`src/rtl/uart_wr_arbiter.sv`:
```
// rtl/uart_wr_arbiter.sv - two-master round-robin AXI4-Lite write arbiter for the UART slave
// One transaction in flight; grant held from arbitration until the B handshake.
module uart_wr_arbiter #(
    parameter int ADDR_W = 32,
    parameter int DATA_W = 32
) (
    input  logic                    i_clock,
    input  logic                    i_reset,
    input  logic [2*ADDR_W-1:0]     i_m_awaddr,
    input  logic [1:0]              i_m_awvalid,
    output logic [1:0]              o_m_awready,
    input  logic [2*DATA_W-1:0]     i_m_wdata,
    input  logic [2*DATA_W/8-1:0]   i_m_wstrb,
    input  logic [1:0]              i_m_wvalid,
    output logic [1:0]              o_m_wready,
    output logic [3:0]              o_m_bresp,
    output logic [1:0]              o_m_bvalid,
    input  logic [1:0]              i_m_bready,
    output logic [ADDR_W-1:0]       o_s_awaddr,
    output logic                    o_s_awvalid,
    input  logic                    i_s_awready,
    output logic [DATA_W-1:0]       o_s_wdata,
    output logic [DATA_W/8-1:0]     o_s_wstrb,
    output logic                    o_s_wvalid,
    input  logic                    i_s_wready,
    input  logic [1:0]              i_s_bresp,
    input  logic                    i_s_bvalid,
    output logic                    o_s_bready
);
    localparam int STRB_W = DATA_W / 8;

    typedef enum logic [1:0] {ST_IDLE = 2'd0, ST_XFER = 2'd1, ST_RESP = 2'd2} state_t;

    state_t     state_q, state_d;
    logic       g_q, g_d;
    logic       p_q, p_d;
    logic       aw_done_q, aw_done_d;
    logic       w_done_q, w_done_d;
    logic [1:0] req;
    logic       aw_hs, w_hs;

    assign req = i_m_awvalid | i_m_wvalid;

    // Data path follows the grant unconditionally; valids qualify it.
    assign o_s_awaddr = g_q ? i_m_awaddr[ADDR_W +: ADDR_W] : i_m_awaddr[0 +: ADDR_W];
    assign o_s_wdata  = g_q ? i_m_wdata[DATA_W +: DATA_W]  : i_m_wdata[0 +: DATA_W];
    assign o_s_wstrb  = g_q ? i_m_wstrb[STRB_W +: STRB_W]  : i_m_wstrb[0 +: STRB_W];

    always_comb begin
        state_d     = state_q;
        g_d         = g_q;
        p_d         = p_q;
        aw_done_d   = aw_done_q;
        w_done_d    = w_done_q;
        aw_hs       = 1'b0;
        w_hs        = 1'b0;
        o_m_awready = '0;
        o_m_wready  = '0;
        o_m_bvalid  = '0;
        o_m_bresp   = '0;
        o_s_awvalid = 1'b0;
        o_s_wvalid  = 1'b0;
        o_s_bready  = 1'b0;
        case (state_q)
            ST_IDLE: begin
                if (|req) begin
                    g_d       = req[p_q] ? p_q : ~p_q;
                    aw_done_d = 1'b0;
                    w_done_d  = 1'b0;
                    state_d   = ST_XFER;
                end
            end
            ST_XFER: begin
                o_s_awvalid        = i_m_awvalid[g_q] & ~aw_done_q;
                o_m_awready[g_q]   = i_s_awready & ~aw_done_q;
                o_s_wvalid         = i_m_wvalid[g_q] & ~w_done_q;
                o_m_wready[g_q]    = i_s_wready & ~w_done_q;
                aw_hs              = i_m_awvalid[g_q] & i_s_awready & ~aw_done_q;
                w_hs               = i_m_wvalid[g_q] & i_s_wready & ~w_done_q;
                aw_done_d          = aw_done_q | aw_hs;
                w_done_d           = w_done_q | w_hs;
                if (aw_done_d && w_done_d) begin
                    state_d = ST_RESP;
                end
            end
            ST_RESP: begin
                o_m_bvalid[g_q]            = i_s_bvalid;
                o_m_bresp[{g_q, 1'b0} +: 2] = i_s_bresp;
                o_s_bready                 = i_m_bready[g_q];
                if (i_s_bvalid && i_m_bready[g_q]) begin
                    p_d     = ~g_q;
                    state_d = ST_IDLE;
                end
            end
            default: state_d = ST_IDLE;
        endcase
    end

    always_ff @(posedge i_clock) begin
        if (i_reset) begin
            state_q   <= ST_IDLE;
            g_q       <= 1'b0;
            p_q       <= 1'b0;
            aw_done_q <= 1'b0;
            w_done_q  <= 1'b0;
        end else begin
            state_q   <= state_d;
            g_q       <= g_d;
            p_q       <= p_d;
            aw_done_q <= aw_done_d;
            w_done_q  <= w_done_d;
        end
    end
endmodule

```
`config.mk`:
```
export PLATFORM = sky130hd
export DESIGN_NAME = uart_wr_arbiter
export DESIGN_NICKNAME = d
export VERILOG_FILES = /design/src/rtl/uart_wr_arbiter.sv
export SDC_FILE = /design/constraint.sdc
export NUM_CORES = 1
export LEC_CHECK = 0
export ABC_AREA = 1
export CAP_MARGIN = 10
export CORE_AREA = 2 2 90 92
export CTS_BUF_LIST = sky130_fd_sc_hd__clkbuf_2
export DETAILED_ROUTE_END_ITERATION = 8
export DIE_AREA = 0 0 92 94
export PLACE_DENSITY = 0.66
export SYNTH_ARGS = -nofsm -noshare
export SYNTH_HDL_FRONTEND = slang
export SYNTH_SLANG_ARGS = --single-unit
```
`constraint.sdc`:
```
create_clock -name i_clock -period 2.45 [get_ports i_clock]
set_clock_uncertainty 0.2 [all_clocks]
set_input_delay 0.49 -clock i_clock [delete_from_list [all_inputs] [get_ports i_clock]]
set_output_delay 0.49 -clock i_clock [all_outputs]
set_load 0.01 [all_outputs]
```
==> flow_summary.ini, run 1 <==
[power]
p_comb_share_pct = 80.0
seq_power_share_pct = 12.2
clockPowerShare_pct = 7.8
total_power_w = 0.000877
switchingPower_w = 0.000297
cellInternalPower_w = 0.000580
power-per-cell-area_mw_per_mm2 = 231
vdd.ir_drop.worst_uv = 129
power.switching_fraction_pct = 33.9
cellLeakagePower_nw = 1.91

[clock_tree]
cts.htree.levels = 1
clkSinkCount = 6
cts_made_buffers = 3
worstSkewPairLatency_ns = 0.22
cts_buffer_depth = 2
cts_setup_buffers = 0
worst_setup_hold_path_clk_slew_ns = 0.06
clock_tree_from_tritoncts = done
clockRootBuffer = sky130_fd_sc_hd__clkbuf_2

[worst_setup_path]
worst_r2r_endpoint = state_q[1]
data_arrival_time_of_the_critical_path_ns = 1.68
startpoint_type = input pin
worst-endpoint-required_ns = 1.76
r2r_setup_slack_ns = 0.86
crit_path_end_kind = primary output
slowest_delay_ns = 0.57
cp_max_fo = 1
r2r-start = g_q
worstSetupPathType = input pin to primary output
worst_r2r_path_depth = 9
critical-path-slowest-cell = sky130_fd_sc_hd__clkdlybuf4s50_1
critical_path.cell_chain = clkdlybuf4s50_1, nand2_1, nand2_1, clkdlybuf4s50_1

[cells_and_area]
layout.cells.most_common = sky130_fd_sc_hd__nand2_1
count_of_placed_standard_cells_in_the_final_layout_fillers_left_out = 629
syn2layout_area_growth_pct = 183
post-route-util_pct = 49.8
layout-drive-gt1-share_pct = 4.74
finalNetCount = 678
final_cell_area_mm2 = 0.00379
mostFrequentLayoutCells = sky130_fd_sc_hd__nand2_1 (220), sky130_fd_sc_hd__clkdlybuf4s50_1 (215), sky130_fd_sc_hd__inv_1 (14), sky130_fd_sc_hd__nor2_1 (14), sky130_fd_sc_hd__buf_4 (10)
insertedDiodeCount = 0

[floorplan]
num_rows = 32
die-width_um = 92
floorplan.io_pins = 230
die_height_um = 94
floorplan.initialDensity_pct = 17.6
die-area_mm2 = 0.00865
core_area_mm2 = 0.00761

[global_route]
antenna_violations_before_repair = 0
first_global_vias = 2422
wire_length_of_the_first_global_routing_pass_mm = 11.5
global_route_usage_over_all_layers_pct = 16.3
largest_net_degree_at_the_start_of_global_routing = 35
grt.overflow.total = 0

[run_status]
result_of_the_run = finished, final reports clean

[hold_path]
worstHoldPathType = register to register
timing.hold.worst_endpoint = aw_done_q
cell_count_of_the_worst_hold_path = 2
hold_start = aw_done_q

[timing]
grt_setup_unrepaired = yes
maxSlewHeadroom_pct = 82.9
fin_crit_sh_pct = 96.8
min_period_ns = 2.37
worstMarginPinSlew_ns = 0.257
final_max_slew_viol_count = 0
highest_clock_rate_mhz = 421
timing.final.hold_violations = 0
final.setup.tns_ns = 0
finalSetupViolations = 0

[placed_design]
count_of_buffers_from_port_buffering = 229
gp_congestion = 0.757
dp_cells = 626
detailed_place_hpwl_mm = 6.56
dpl_cell_area_mm2 = 0.00377

[synth]
post_synth.cell_area_avg_um2 = 4.47
syn-cell-area_mm2 = 0.00134
ys_warnings = 0
synth.top_cell.area_share_pct = 61.7
mappedNetlistNets = 448
synth_largest_area_cell = sky130_fd_sc_hd__nand2_1
netlist_instances = 299
synth.lib_cells_used.distinct = 19
synth_sequential_area_ratio_pct = 8.98
synthTopCellsByArea = sky130_fd_sc_hd__nand2_1 (62%), sky130_fd_sc_hd__dfxtp_1 (9.0%), sky130_fd_sc_hd__inv_1 (3.9%)
synth.ff_latch_count = 6

[flow_run]
cap_viol_max_count = 0

[detailed_routing]
drtPass1Iterations = 4
final_antenna_net_count = 0
vias = 2497
avgRoutedWirePerCell_um = 12.2
drt-vias-per-instance = 3.97
detailedRoute.firstIterationViolations = 66
remaining_drc_errors = 0
totalWireLength_mm = 7.70
## registers in the layout (all words and copies together), names as in the netlist
register	count
state_q	2
p_q	1
g_q	1
w_done_q	1
aw_done_q	1
## cell type report
cell class	instances	area, um^2
fillers	781	3820
well taps	102	128
flip-flops and latches	6	121
clock buffers	3	15.0
inverters	15	58.8
repair buffers	242	2420
multi-input cells	261	1040
## Yosys cell counts, drive strengths merged
library cell	count
dfxtp	6
buf	15
o221ai	1
o21bai	1
nor3	10
o21ai	1
a21oi	2
clkbuf	2
a22oi	2
inv	15
nand2	224
nand3	6
nor2	14
## timing repair
item	4_1_cts	5_1_grt
hold buffers	0	0
endpoints found under the setup margin	9	30
resized for setup	9	6
## per-layer routing
layer	vias to the layer above	part of all wire [%]	GRT usage, %	wire [um]
li1	1351	-	-	-
met1	1029	40	18.7	3090
met2	107	52	30.9	3980
met3	10	6.9	3.29	528
met4	0	1.3	3.86	101
met5	-	0	0	0
## how the worst max path moves through the flow
stage                     endpoint  slack [ns]  cells after the start          start
global route         o_s_wdata[24]       -0.01                      5            g_q
global placement    o_m_awready[1]       -0.12                      4    i_s_awready
detailed placement  o_m_awready[1]       -0.09                      4    i_s_awready
floorplan           o_m_awready[0]        0.80                      4     state_q[0]
finish               o_s_wdata[31]        0.08                      4  i_m_wdata[63]
CTS                   o_m_bresp[0]        0.01                      4   i_s_bresp[0]
## worst max-delay path, delay by kind of cell
kind | cells | cell delay [ns]
buf+inv | 2 | 1.03
simple gates | 2 | 0.16
## power by group through the flow
| stage | Combinational (W) | Sequential [W] | Clock [W] |
|---|---|---|---|
| 2_1_floorplan | 0.000224 | 0.000107 | 0 |
| 3_3_place_gp | 0.000704 | 0.000109 | 0 |
| 3_5_place_dp | 0.000708 | 0.000109 | 0 |
| 4_1_cts | 0.000707 | 0.000107 | 0.0000722 |
| 5_1_grt | 0.000758 | 0.000108 | 0.0000801 |
| 6_report | 0.000701 | 0.000107 | 0.0000680 |
## metrics by stage
stage | hold slack, ns | setup slack [ns]
global route | 0.361 | -0.0117
CTS | 0.328 | 0.0142
floorplan | 0.275 | 0.796
detailed placement | 0.315 | -0.0946
global placement | 0.297 | -0.119
finish | 0.320 | 0.0773
## kinds of logic after synthesis
kind of cell | after synthesis | share of synthesized area (%)
AO/OA/AOI/OAI | 7 | 3.46
flip-flops | 6 | 8.98
buffers and inverters | 32 | 12.9
AND/OR/NAND/NOR | 254 | 74.6
(Power assumes the default switching activity.)
==> run 2: changes to the inputs <==
--- a/config.mk
+++ b/config.mk
@@ -8,9 +8,12 @@
 export ABC_AREA = 1
 export CAP_MARGIN = 10
-export CORE_AREA = 2 2 90 92
+export CELL_PAD_IN_SITES_DETAIL_PLACEMENT = 0
+export CELL_PAD_IN_SITES_GLOBAL_PLACEMENT = 1
+export CORE_MARGIN = 2
+export CORE_UTILIZATION = 12
 export CTS_BUF_LIST = sky130_fd_sc_hd__clkbuf_2
 export DETAILED_ROUTE_END_ITERATION = 8
-export DIE_AREA = 0 0 92 94
-export PLACE_DENSITY = 0.66
+export PLACE_DENSITY = 0.87
+export SETUP_SLACK_MARGIN = 0.2
 export SYNTH_ARGS = -nofsm -noshare
 export SYNTH_HDL_FRONTEND = slang
==> constraint.sdc (replaced) <==
create_clock -name i_clock -period 2.45 [get_ports i_clock]
set_clock_uncertainty 0.2 [all_clocks]
set_input_delay 0.3675 -clock i_clock [delete_from_list [all_inputs] [get_ports i_clock]]
set_output_delay 0.3675 -clock i_clock [all_outputs]
set_load 0.01 [all_outputs]
==> run 2 against run 1 <==
  * Cell count is 4.8% higher
  * Critical path depth did not move
  * Maximum frequency rose by 5.2%
  * Core utilization down 14 points
  * Wire length increased by 2.2%
  * Largest power group unchanged
  * Highest routed layer unchanged
==> flow_summary.ini, run 2 (synthesis results as in run 1) <==
[run_status]
result_of_the_run = finished, final reports clean

[cells_and_area]
layout-drive-gt1-share_pct = 3.66
insertedDiodeCount = 0
syn2layout_area_growth_pct = 186
finalNetCount = 670
regMostFlops = state_q
mostFrequentLayoutCells = sky130_fd_sc_hd__clkdlybuf4s50_1 (221), sky130_fd_sc_hd__nand2_1 (220), sky130_fd_sc_hd__inv_1 (14)
layout.cells.most_common = sky130_fd_sc_hd__clkdlybuf4s50_1
max_reg_flops = 2

[detailed_routing]
drt-vias-per-instance = 3.92
detailedRoute.firstIterationViolations = 105
drtPass1Iterations = 4
totalWireLength_mm = 7.87
vias = 2581
remaining_drc_errors = 0
final_antenna_net_count = 0
avgRoutedWirePerCell_um = 11.9

[timing]
fin_ws_ns = 0.195
grt_setup_unrepaired = yes
hold_ws_ns = 0.327
fin_crit_sh_pct = 92.0
timing.final.hold_violations = 0
finalSetupViolations = 0
highest_clock_rate_mhz = 444
min_period_ns = 2.25
worstMarginPinSlew_ns = 0.248
final_max_slew_viol_count = 0
final.setup.tns_ns = 0
maxSlewHeadroom_pct = 83.5

[floorplan]
floorplan.io_pins = 230
floorplan.initialDensity_pct = 12.3
die-area_mm2 = 0.0120
core_area_mm2 = 0.0108
die_height_um = 110
num_rows = 38
die-width_um = 110

[worst_setup_path]
cp_max_fo = 2
startpoint_type = input pin
timing.critical_path.buf_inv = 2
data_arrival_time_of_the_critical_path_ns = 1.69
cpLargestDelayFamily = buffers and inverters
critical_path.cell_chain = clkdlybuf4s50_1, nand2_1, nor3_1, clkdlybuf4s50_1
critical-path-slowest-cell = sky130_fd_sc_hd__clkdlybuf4s50_1
critical-path-top-cell-by-count = sky130_fd_sc_hd__clkdlybuf4s50_1
crit_path_end_kind = primary output
worstSetupPathType = input pin to primary output
slowest_delay_ns = 0.57
worst-endpoint-required_ns = 1.88

[placed_design]
gp_congestion = 0.789
worst_setup_slack_post_dpl_ns = 0.178
count_of_buffers_from_port_buffering = 229
detailed_place_hpwl_mm = 6.35

[power]
vdd.ir_drop.worst_uv = 231
power-per-cell-area_mw_per_mm2 = 229
cellLeakagePower_nw = 1.88

[clock_tree]
cts_setup_buffers = 0
worst_setup_hold_path_clk_slew_ns = 0.05
cts.htree.levels = 1
cts_made_buffers = 3
clkSinkCount = 6
worstSkewPairLatency_ns = 0.22
clockRootBuffer = sky130_fd_sc_hd__clkbuf_2
cts_hold_repair.buffers = 0
cts_buffer_depth = 2
clock_tree_from_tritoncts = done

[global_route]
grt.overflow.total = 0
wire_length_of_the_first_global_routing_pass_mm = 10.6
first_global_vias = 2275
largest_net_degree_at_the_start_of_global_routing = 46
global_route_usage_over_all_layers_pct = 10.8
antenna_violations_before_repair = 0

[flow_run]
cap_viol_max_count = 0

[hold_path]
worstHoldPathType = register to register
==> run 2: cell types whose count changed in the layout (fill, tap and decap cells not counted), sizes merged <==
| cell | change |
|---|---|
| dlygate4sd2 | -7 |
| dlymetal6s2s | +1 |
| buf | -9 |
| clkbuf | +1 |
| clkdlybuf4s50 | +6 |
==> run 2: cell type report <==
class	count	area (um^2)
clock buffers	3	15.0
fillers	1160	7010
inverters	15	58.8
multi-input cells	261	1060
flip-flops and latches	6	124
well taps	140	175
repair buffers	234	2400
==> run 2: timing repair <==
action | 4_1_cts | 5_1_grt
pin swaps | 0 | 0
endpoints found under the setup margin | 49 | 74
gates cloned | 0 | 1
gates resized for setup | 4 | 12
==> run 2: per-layer routing <==
| metal | track usage, % | vias up | part of all wire [%] |
|---|---|---|---|
| met4 | 1.63 | 0 | 0.99 |
| li1 | - | 1335 | - |
| met5 | 0 | - | 0 |
| met1 | 12.1 | 1098 | 38 |
| met2 | 20.6 | 140 | 50 |
| met3 | 3.02 | 8 | 12 |
==> run 2: worst paths after layout <==
| path | start | to | slack, ns | depth (start not counted) |
|---|---|---|---|---|
| setup / recovery | i_s_awready | o_m_awready[0] | 0.20 | 4 |
| hold / removal | w_done_q | w_done_q | 0.33 | 2 |
| setup reg to reg | g_q | state_q[1] | 0.97 | 8 |
| hold reg to reg | w_done_q | w_done_q | 0.33 | 2 |
==> run 2: worst register-to-register path: stages, from the launching register on <==
cell                      delay (ns)
sky130_fd_sc_hd__dfxtp_4        0.38
sky130_fd_sc_hd__buf_6          0.25
sky130_fd_sc_hd__nand2_1        0.12
sky130_fd_sc_hd__nand3_1        0.10
sky130_fd_sc_hd__nand2_1        0.07
sky130_fd_sc_hd__nand2_1        0.09
sky130_fd_sc_hd__nor2_1         0.05
sky130_fd_sc_hd__nor2_1         0.08
sky130_fd_sc_hd__nor2_1         0.05
==> run 2: report_power, final <==
group	switching, W	leakage, nW	total, W	internal, W
registers	0.00000406	0.0497	0.000106	0.000102
clock network	0.0000338	0.0125	0.0000669	0.0000331
logic	0.000263	1.82	0.000706	0.000443
total	0.000301	1.88	0.000879	0.000578
==> run 2: per-stage QoR <==
| step | power, W | std cells | cell area (um^2) | util [%] |
|---|---|---|---|---|
| 5_1_grt | 0.000946 | 659 | 3830 | 35.3 |
| 3_3_place_gp | 0.000802 | 655 | 3750 | 34.6 |
| 4_1_cts | 0.000877 | 658 | 3770 | 34.7 |
| 3_5_place_dp | 0.000807 | 655 | 3750 | 34.6 |
| 6_report | 0.000879 | 659 | 3830 | 35.3 |
| 2_1_floorplan | 0.000331 | 299 | 1340 | - |
==> run 3: changes to the inputs <==
--- a/constraint.sdc
+++ b/constraint.sdc
@@ -3,3 +3,3 @@
 set_input_delay 0.3675 -clock i_clock [delete_from_list [all_inputs] [get_ports i_clock]]
 set_output_delay 0.3675 -clock i_clock [all_outputs]
-set_load 0.01 [all_outputs]
+set_load 0.05 [all_outputs]
==> run 3 against run 2 <==
  * First-iteration DRC count up 14%
  * Critical path type unchanged
  * Largest power group unchanged
  * Maximum frequency increased by 11%
  * Clock power rose by 0.6%
  * Highest routed layer unchanged
  * Largest cell class unchanged
==> flow_summary.ini, run 3 (synthesis results as in run 1) <==
[detailed_routing]
drt-vias-per-instance = 3.87
met2_length_mm = 4.22
remaining_drc_errors = 0
routed_length_on_met3_um = 848
detailedRoute.firstIterationViolations = 120
drtPass1Iterations = 4
final_antenna_net_count = 0
drt-met1-wl_mm = 2.98
top_layer = met4
totalWireLength_mm = 8.06
avgRoutedWirePerCell_um = 12.3
vias = 2535

[floorplan]
die-width_um = 110
num_rows = 38
die-area_mm2 = 0.0120
floorplan.initialDensity_pct = 12.3
core_area_mm2 = 0.0108
die_height_um = 110
floorplan.io_pins = 230

[timing]
worstMarginPinSlew_ns = 0.562
fin_crit_sh_pct = 82.8
highest_clock_rate_mhz = 493
final_max_slew_viol_count = 0
timing.final.hold_violations = 0
grt_setup_unrepaired = no
finalSetupViolations = 0
final.setup.tns_ns = 0
maxSlewHeadroom_pct = 62.5
min_period_ns = 2.03

[worst_setup_path]
cpLargestDelayFamily = buffers and inverters
timing.critical_path.buf_inv = 3
cell_depth_of_the_worst_setup_path = 6
crit_path_end_kind = primary output
worst_r2r_path_depth = 8
data_arrival_time_of_the_critical_path_ns = 1.46
cp_max_fo = 3
startpoint_type = input pin
worst-endpoint-required_ns = 1.88
r2r_setup_slack_ns = 0.83
slowest_delay_ns = 0.51
critical_path.cell_chain = clkdlybuf4s50_1, inv_1, nand2_1, nand3_1, nor2_1, buf_12
worstSetupPathType = input pin to primary output
critical-path-slowest-cell = sky130_fd_sc_hd__clkdlybuf4s50_1

[global_route]
wire_length_of_the_first_global_routing_pass_mm = 11.8
grt.overflow.total = 0
first_global_vias = 2415
antenna_violations_before_repair = 0
largest_net_degree_at_the_start_of_global_routing = 79
global_route_usage_over_all_layers_pct = 12.1

[cells_and_area]
max_reg_flops = 2
layout.cells.most_common = sky130_fd_sc_hd__nand2_1
insertedDiodeCount = 0
syn2layout_area_growth_pct = 240
finalNetCount = 666
mostFrequentLayoutCells = sky130_fd_sc_hd__nand2_1 (220), sky130_fd_sc_hd__clkdlybuf4s50_1 (148), sky130_fd_sc_hd__buf_12 (82)
regMostFlops = state_q
final_cell_area_mm2 = 0.00454
post-route-util_pct = 41.9
layout-drive-gt1-share_pct = 18.4

[power]
cellInternalPower_w = 0.000790
vdd.ir_drop.worst_uv = 194
power.switching_fraction_pct = 46.3
power-per-cell-area_mw_per_mm2 = 324
cellLeakagePower_nw = 2.16
p_comb_share_pct = 88.1
switchingPower_w = 0.000681
clockPowerShare_pct = 4.6
seq_power_share_pct = 7.3

[hold_path]
cell_count_of_the_worst_hold_path = 2
worstHoldPathType = register to register

[clock_tree]
worst_setup_hold_path_clk_slew_ns = 0.06
cts_buffer_depth = 2
clockRootBuffer = sky130_fd_sc_hd__clkbuf_2
cts_setup_buffers = 0
clock_tree_from_tritoncts = done
cts.htree.levels = 1
worstSkewPairLatency_ns = 0.22
cts_hold_repair.buffers = 0
clkSinkCount = 6
cts_made_buffers = 3

[run_status]
result_of_the_run = finished, final reports clean

[placed_design]
count_of_buffers_from_port_buffering = 229
gp_congestion = 0.835
detailed_place_hpwl_mm = 6.65
dpl_cell_area_mm2 = 0.00452

[flow_run]
cap_viol_max_count = 0
-- run 3: power groups by stage --
stage | registers (W) | clock network (W) | logic [W]
after floorplan | 0.000107 | 0 | 0.000544
after global placement | 0.000109 | 0 | 0.00129
after detailed placement | 0.000109 | 0 | 0.00130
after CTS | 0.000107 | 0.0000709 | 0.00131
after global routing | 0.000108 | 0.0000737 | 0.00136
final | 0.000107 | 0.0000673 | 0.00130
-- run 3: final cells by class --
| class | count | area (um^2) |
|---|---|---|
| clock buffer | 3 | 15.0 |
| inverter | 15 | 61.3 |
| fill | 1085 | 6300 |
| tap | 140 | 175 |
| timing repair buffer | 230 | 3120 |
| multi-input combinational | 261 | 1050 |
| sequential | 6 | 121 |
-- run 3: per-layer routing --
layer,global-route usage (%),vias up
met5,0,-
met2,23.4,121
met3,2.96,4
met4,1.27,0
met1,13.6,1082
li1,-,1328
-- run 3: repair_timing --
action	4_1_cts	5_1_grt
gates resized for setup	0	2
endpoints found under the hold margin	0	0
endpoints found under the setup margin	0	27
-- run 3: worst paths after layout --
kind,to,startpoint
max,o_s_awvalid,i_m_awvalid[1]
min,p_q,p_q
max reg2reg,state_q[1],g_q
min reg2reg,p_q,p_q
-- run 3: through the flow --
| stage | setup slack [ns] | power [W] | hold slack, ns | instances |
|---|---|---|---|---|
| after floorplan | 0.130 | 0.000651 | 0.237 | 299 |
| final | 0.421 | 0.00147 | 0.314 | 655 |
| after global routing | 0.290 | 0.00154 | 0.368 | 655 |
| after detailed placement | 0.422 | 0.00141 | 0.311 | 652 |
| after global placement | 0.457 | 0.00140 | 0.297 | 652 |
| after CTS | 0.234 | 0.00148 | 0.327 | 655 |
-- run 3: worst register-to-register path: cells and delay by family, from the launching register on --
| kind | cells | cell delay (ns) |
|---|---|---|
| simple gates | 7 | 0.58 |
| flops | 1 | 0.35 |
| buf+inv | 1 | 0.39 |
